==> config.mk <==
export PLATFORM = sky130hd
export DESIGN_NAME = writeback_unit
export DESIGN_NICKNAME = d
export VERILOG_FILES = /design/src/rtl/writeback_unit_pkg.sv /design/src/rtl/wb_pending_buf.sv /design/src/rtl/writeback_unit.sv
export SDC_FILE = /design/constraint.sdc
export NUM_CORES = 1
export LEC_CHECK = 0
export BUFFER_PORTS_ARGS = -buffer_cell sky130_fd_sc_hd__buf_2
export CAP_MARGIN = 5
export CORE_ASPECT_RATIO = 0.6
export CORE_UTILIZATION = 47
export DETAILED_ROUTE_END_ITERATION = 16
export PLACE_DENSITY = 0.84
export SLEW_MARGIN = 20
export SYNTH_ARGS = -nofsm -noshare
export SYNTH_HDL_FRONTEND = slang
export SYNTH_HIERARCHICAL = 1
export SYNTH_SLANG_ARGS = --single-unit
==> constraint.sdc <==
create_clock -name clock -period 2.5 [get_ports clock]
set_input_delay 0.125 -clock clock [delete_from_list [all_inputs] [get_ports clock]]
set_output_delay 0.125 -clock clock [all_outputs]
set_load 0.05 [all_outputs]
==> src/rtl/writeback_unit_pkg.sv <==
// rtl/writeback_unit_pkg.sv - shared writeback constants and types
package writeback_unit_pkg;

    localparam int WB_WIDTH = 32;

    localparam int RD_WE     = 0;
    localparam int SEL_MEM   = 1;
    localparam int STATUS_WE = 2;

    localparam int STATUS_REG = 30;

    typedef struct packed {
        logic                valid;
        logic [4:0]          addr;
        logic [WB_WIDTH-1:0] data;
    } wr_req_t;

    typedef enum logic {
        PB_IDLE,
        PB_PENDING
    } pb_state_t;

endpackage

==> src/rtl/wb_pending_buf.sv <==
// rtl/wb_pending_buf.sv - one-entry mult/div result buffer with drop logic
module wb_pending_buf (
    input  logic                                   clock,
    input  logic                                   reset,
    input  logic                                   lat_valid,
    input  logic [4:0]                             lat_addr,
    input  logic                                   md_ready,
    input  logic [4:0]                             md_rd,
    input  logic [writeback_unit_pkg::WB_WIDTH-1:0] md_result,
    output writeback_unit_pkg::wr_req_t            md_wr,
    output logic                                   md_drop_pulse,
    output logic                                   md_stall
);
    import writeback_unit_pkg::*;

    pb_state_t state_q, state_d;
    wr_req_t   buf_q, buf_d;
    logic      md_new;

    assign md_new   = md_ready && (md_rd != 5'd0);
    assign md_stall = (state_q == PB_PENDING);

    // Next state: the latch path always owns the port; mult/div waits or yields to a younger write
    always_comb begin
        state_d       = state_q;
        buf_d         = buf_q;
        md_wr         = '0;
        md_drop_pulse = 1'b0;
        case (state_q)
            PB_IDLE: begin
                if (md_new) begin
                    if (!lat_valid) begin
                        md_wr = '{valid: 1'b1, addr: md_rd, data: md_result};
                    end else if (lat_addr == md_rd) begin
                        md_drop_pulse = 1'b1;
                    end else begin
                        buf_d   = '{valid: 1'b1, addr: md_rd, data: md_result};
                        state_d = PB_PENDING;
                    end
                end
            end
            PB_PENDING: begin
                // A second result while one is outstanding is discarded; the older entry survives
                if (md_new) begin
                    md_drop_pulse = 1'b1;
                end
                if (!lat_valid) begin
                    md_wr   = buf_q;
                    buf_d   = '0;
                    state_d = PB_IDLE;
                end else if (lat_addr == buf_q.addr) begin
                    md_drop_pulse = 1'b1;
                    buf_d         = '0;
                    state_d       = PB_IDLE;
                end
            end
            default: begin
                buf_d   = '0;
                state_d = PB_IDLE;
            end
        endcase
    end

    // State and buffer registers; reset silently discards any pending entry
    always_ff @(posedge clock or posedge reset) begin
        if (reset) begin
            state_q <= PB_IDLE;
            buf_q   <= '0;
        end else begin
            state_q <= state_d;
            buf_q   <= buf_d;
        end
    end

endmodule

==> src/rtl/writeback_unit.sv <==
// rtl/writeback_unit.sv - writeback stage driving the register-file write port
module writeback_unit #(
    parameter int WIDTH      = writeback_unit_pkg::WB_WIDTH,
    parameter int STATUS_REG = writeback_unit_pkg::STATUS_REG
) (
    input  logic             clock,
    input  logic             reset,
    input  logic [WIDTH-1:0] wb_ALU_result,
    input  logic [WIDTH-1:0] wb_data_read,
    input  logic [4:0]       wb_rd,
    input  logic [11:0]      wb_ctrl_signals,
    input  logic             md_ready,
    input  logic [WIDTH-1:0] md_result,
    input  logic [4:0]       md_rd,
    output logic             rf_we,
    output logic [4:0]       rf_waddr,
    output logic [WIDTH-1:0] rf_wdata,
    output logic             md_stall,
    output logic             md_drop
);
    import writeback_unit_pkg::*;

    wr_req_t          lat_req;
    wr_req_t          md_wr;
    wr_req_t          wr_sel;
    logic             md_drop_pulse;
    logic [8:0]       unused_ctrl;

    logic             rf_we_q, rf_we_d;
    logic [4:0]       rf_waddr_q, rf_waddr_d;
    logic [WIDTH-1:0] rf_wdata_q, rf_wdata_d;
    logic             md_drop_q, md_drop_d;

    assign unused_ctrl = wb_ctrl_signals[11:3];

    // Latch-path request: a status write overrides the normal destination
    always_comb begin
        lat_req = '0;
        if (wb_ctrl_signals[STATUS_WE]) begin
            lat_req = '{valid: 1'b1, addr: 5'(STATUS_REG), data: wb_ALU_result};
        end else if (wb_ctrl_signals[RD_WE] && (wb_rd != 5'd0)) begin
            lat_req.valid = 1'b1;
            lat_req.addr  = wb_rd;
            lat_req.data  = wb_ctrl_signals[SEL_MEM] ? wb_data_read : wb_ALU_result;
        end
    end

    wb_pending_buf u_pending_buf (
        .clock         (clock),
        .reset         (reset),
        .lat_valid     (lat_req.valid),
        .lat_addr      (lat_req.addr),
        .md_ready      (md_ready),
        .md_rd         (md_rd),
        .md_result     (md_result),
        .md_wr         (md_wr),
        .md_drop_pulse (md_drop_pulse),
        .md_stall      (md_stall)
    );

    // Port arbitration and hold-last-value behaviour of the write address/data
    always_comb begin
        wr_sel     = lat_req.valid ? lat_req : md_wr;
        rf_we_d    = wr_sel.valid;
        rf_waddr_d = wr_sel.valid ? wr_sel.addr : rf_waddr_q;
        rf_wdata_d = wr_sel.valid ? wr_sel.data : rf_wdata_q;
        md_drop_d  = md_drop_pulse;
    end

    // Output registers
    always_ff @(posedge clock or posedge reset) begin
        if (reset) begin
            rf_we_q    <= 1'b0;
            rf_waddr_q <= '0;
            rf_wdata_q <= '0;
            md_drop_q  <= 1'b0;
        end else begin
            rf_we_q    <= rf_we_d;
            rf_waddr_q <= rf_waddr_d;
            rf_wdata_q <= rf_wdata_d;
            md_drop_q  <= md_drop_d;
        end
    end

    assign rf_we    = rf_we_q;
    assign rf_waddr = rf_waddr_q;
    assign rf_wdata = rf_wdata_q;
    assign md_drop  = md_drop_q;

endmodule

==> flow_metrics.py <==
metrics = {
    "outcome": {
        "outcome": "finished with violations",
        "violations": "hold timing",
    },
    "worst_setup_path": {
        "reg2reg_from": "u_pending_buf/md_stall",
        "critPathArrivalTime_ns": 2.45,
        "cp_top_family": "simple AND/OR/NAND/NOR gates",
        "critPathKind": "in -> reg",
        "startpoint": "wb_rd[4]",
        "rrSetupSlack_ns": 0.47,
        "slowest_stage": "or3_4",
        "crit_chain": "buf_2, or3_4, o21ai_0, buf_4, nand2b_4, nor3_2, a21o_1, clkinv_2, buf_12, nor2_1, mux2i_1, o221a_2",
        "worstPathRequired_ns": 2.72,
        "path_max_fanout": 22,
        "start_kind": "primary input",
        "cp_num_buf_inv": 4,
        "critPathMaxStageDelay_ns": 0.39,
        "cp-end-kind": "register",
    },
    "clock_tree": {
        "cts_buffers": 9,
        "clock_path_buffers": 2,
        "clkTransAtPathRegs_ns": 0.06,
        "postCtsSetupBuffers": 0,
        "cts_root_buf": "clkbuf_16",
        "cts.htree.levels": 3,
        "cts_hold_buffers": 0,
        "clock-sinks": 78,
        "clk_latency_ns": 0.34,
        "post_cts_resized": 0,
        "cts_tree": "built",
    },
    "floorplanning": {
        "die-area_um2": 10900,
        "initial_core_util": 0.4913,
        "rows": 28,
        "dieWidth_um": 134.1,
        "die_y_um": 81.27,
        "fp.coreArea_um2": 10020,
        "ioPinCount": 161,
    },
    "synth": {
        "seq_area_frac_synth": 0.3965,
        "syn_nets": 618,
        "async_reset_ff_frac": 1.000,
        "synth_top_area_share": 0.3965,
        "synth_compound_area_frac": 0.2389,
        "ys_seq_elements": 78,
        "netlist_area_um2": 4922,
        "yosysWarnings": 6,
        "yosysUniqueCellTypes": 40,
        "synth_top_flop_cell": "dfrtp_1",
        "yosys-top-cells-area": "dfrtp_1 40%, mux2i_1 17%, a22o_1 6.6%, o211ai_1 5.6%, o221a_2 4.3%",
        "syn_avg_cell_area_um2": 9.904,
        "synth-edff-count": 0,
        "synth-simple-area-share": 0.09024,
        "synthXorXnorAreaFrac": 0.01779,
        "synth_cells": 497,
        "synth_fa_ha_area_frac": 0,
        "synthMuxAreaShare": 0.1729,
        "synth_top_cell_by_area": "dfrtp_1",
        "synth_top_family_by_area": "compound AO/OA/AOI/OAI gates",
    },
    "finish": {
        "nFillCells": 873,
        "finalNonFillerCells": 768,
        "final_core_util": 0.6074,
        "drive_gt1_frac": 0.3323,
        "fin_nets": 748,
        "syn2layout_area_growth_pct": 23.64,
    },
    "timing": {
        "setup_tns_ns": 0,
        "skew_ns": 0.008758,
        "hold_slack_ns": -0.01606,
        "worst-slew-pin-transition_ns": 1.130,
        "setup_violations": 0,
        "rsz0062_at_grt": "no",
        "worst_slack_ns": 0.2732,
        "drv_slew": 0,
        "max_clock_freq_mhz": 449.1,
        "post-route-min-period_ns": 2.227,
        "slew_headroom": 0.2466,
        "hold_violations": 29,
        "fin_crit_sh": 0.8907,
    },
    "flow_run": {
        "maxCapViolCount": 0,
    },
    "power": {
        "pwr-share-comb": 0.399,
        "power.total_w": 0.005218,
        "pwr_density_cell_nw_per_um2": 857.4,
        "cellLeakagePower_nw": 3.142,
        "p_clk_frac": 0.235,
        "power_frac_seq": 0.367,
        "switching_share": 0.3896,
        "internal-power_w": 0.003185,
        "p_sw_w": 0.002033,
        "ir_worst_vdd_mv": 0.4317,
    },
    "place": {
        "io_buffer_count": 151,
        "dp.final_hpwl_mm": 10.31,
        "dpl_worst_slack_ns": 0.003361,
        "routabilityCongestion": 0.8636,
        "dp_cells": 751,
    },
    "global_route": {
        "grt_pass1_vias": 4419,
        "grt_usage": 0.2762,
        "antenna_found_initial": 3,
        "grt_pass1_wl_mm": 23.09,
        "grt_max_degree": 65,
        "grt.overflow.total": 0,
    },
    "route": {
        "routed_wl_mm": 14.66,
        "drt_iter0_markers": 333,
        "vias": 4505,
        "ant_nets": 0,
        "via_per_inst": 5.866,
        "firstDrtPassIters": 5,
        "routedWlPerCell_um": 19.09,
        "drcViolationCount": 0,
    },
    "worst_hold_path": {
        "hp-class": "in -> async",
    },
}
-- stage by stage --
step / area, µm² / hold WS [ns]
floorplan: 4949 / 0.2522
global placement: 5804 / 0.3525
detailed placement: 5804 / 0.3729
CTS: 6083 / 0.009251
global route: 6083 / 0.02756
finish: 6086 / -0.01606
-- cell usage after synthesis, types with 2 or more instances --
cell type / instances
a211oi_1: 4
a21o_1: 6
a21oi_1: 2
a22o_1: 37
a32oi_1: 5
and2_1: 3
buf_1: 4
buf_2: 11
buf_4: 2
buf_6: 4
clkbuf_1: 26
dfrtp_1: 78
inv_1: 44
mux2i_1: 85
nand2_1: 5
nand2b_1: 22
nand3_1: 19
nor2_1: 31
nor3_1: 4
nor4_1: 2
o211ai_1: 37
o21ai_0: 13
o21bai_1: 3
o221a_1: 2
o221a_2: 19
o311ai_1: 6
xnor2_1: 10
-- registers in the layout, summed over array words and instances, names as in the netlist --
register                count
rf_wdata                   32
rf_we                       1
md_drop                     1
u_pending_buf/buf_q        38
u_pending_buf/md_stall      1
rf_waddr                    5
-- power groups by stage --
stage / registers [W] / logic (W) / clock network [W]
floorplan: 0.00222 / 0.00119 / 0
global placement: 0.00190 / 0.00199 / 0
detailed placement: 0.00193 / 0.00207 / 0
CTS: 0.00191 / 0.00208 / 0.00125
global route: 0.00197 / 0.00225 / 0.00131
finish: 0.00191 / 0.00208 / 0.00122
-- layer usage --
layer  vias to the layer above  GRT usage  wire, µm
li1                       2090          -         -
met3                        19    0.08302      1237
met1                      2175     0.3783      6927
met5                         -          0        24
met2                       217     0.4326      6341
met4                         4    0.05843       129
-- logic make-up after synthesis --
family | count (synthesis)
AOI/OAI and AO/OA | 142
xor gates and xnor gates | 10
buffers and inverters | 93
DFF | 78
muxes | 85
and+or+nand+nor | 89
-- area by class of cell --
| class | instances | area [µm²] | area share |
|---|---|---|---|
| clock inverters | 3 | 18.77 | 0.003084 |
| flip-flops and latches | 78 | 1952 | 0.3207 |
| repair buffers | 167 | 925.9 | 0.1521 |
| inverters | 45 | 170.2 | 0.02796 |
| multi-input cells | 326 | 2587 | 0.4252 |
| well taps | 135 | 168.9 | 0.02775 |
| diodes | 1 | 2.502 | 0.0004112 |
| clock buffers | 13 | 260.3 | 0.04276 |
-- final timing paths --
check,to,cells after the start
min,u_pending_buf/buf_q[37],2
min reg2reg,rf_wdata[10],2
max,rf_wdata[8],12
max in group asynchronous,rf_wdata[6],2
min in group clock,u_pending_buf/buf_q[8],3
max reg2reg,rf_wdata[25],8
-- placed cells by master, fill, tap and decap left out, types with 3 or more instances in the layout --
master / netlist / final
o311ai_1: 6 / 6
a22o_1: 37 / 37
clkbuf_16: 0 / 9
nand3_1: 19 / 19
o211ai_1: 37 / 37
o21bai_1: 3 / 3
a32oi_1: 5 / 5
nor3_1: 4 / 3
buf_4: 2 / 12
nand2_1: 5 / 5
nor2_1: 31 / 30
buf_2: 11 / 151
a21o_1: 6 / 6
dfrtp_1: 78 / 78
xnor2_1: 10 / 10
o21ai_0: 13 / 13
inv_1: 44 / 42
clkinv_2: 0 / 3
o221a_2: 19 / 19
buf_12: 0 / 4
a211oi_1: 4 / 4
nand2b_1: 22 / 21
and2_1: 3 / 3
mux2i_1: 85 / 85
Power figures use the tool's default switching activity.
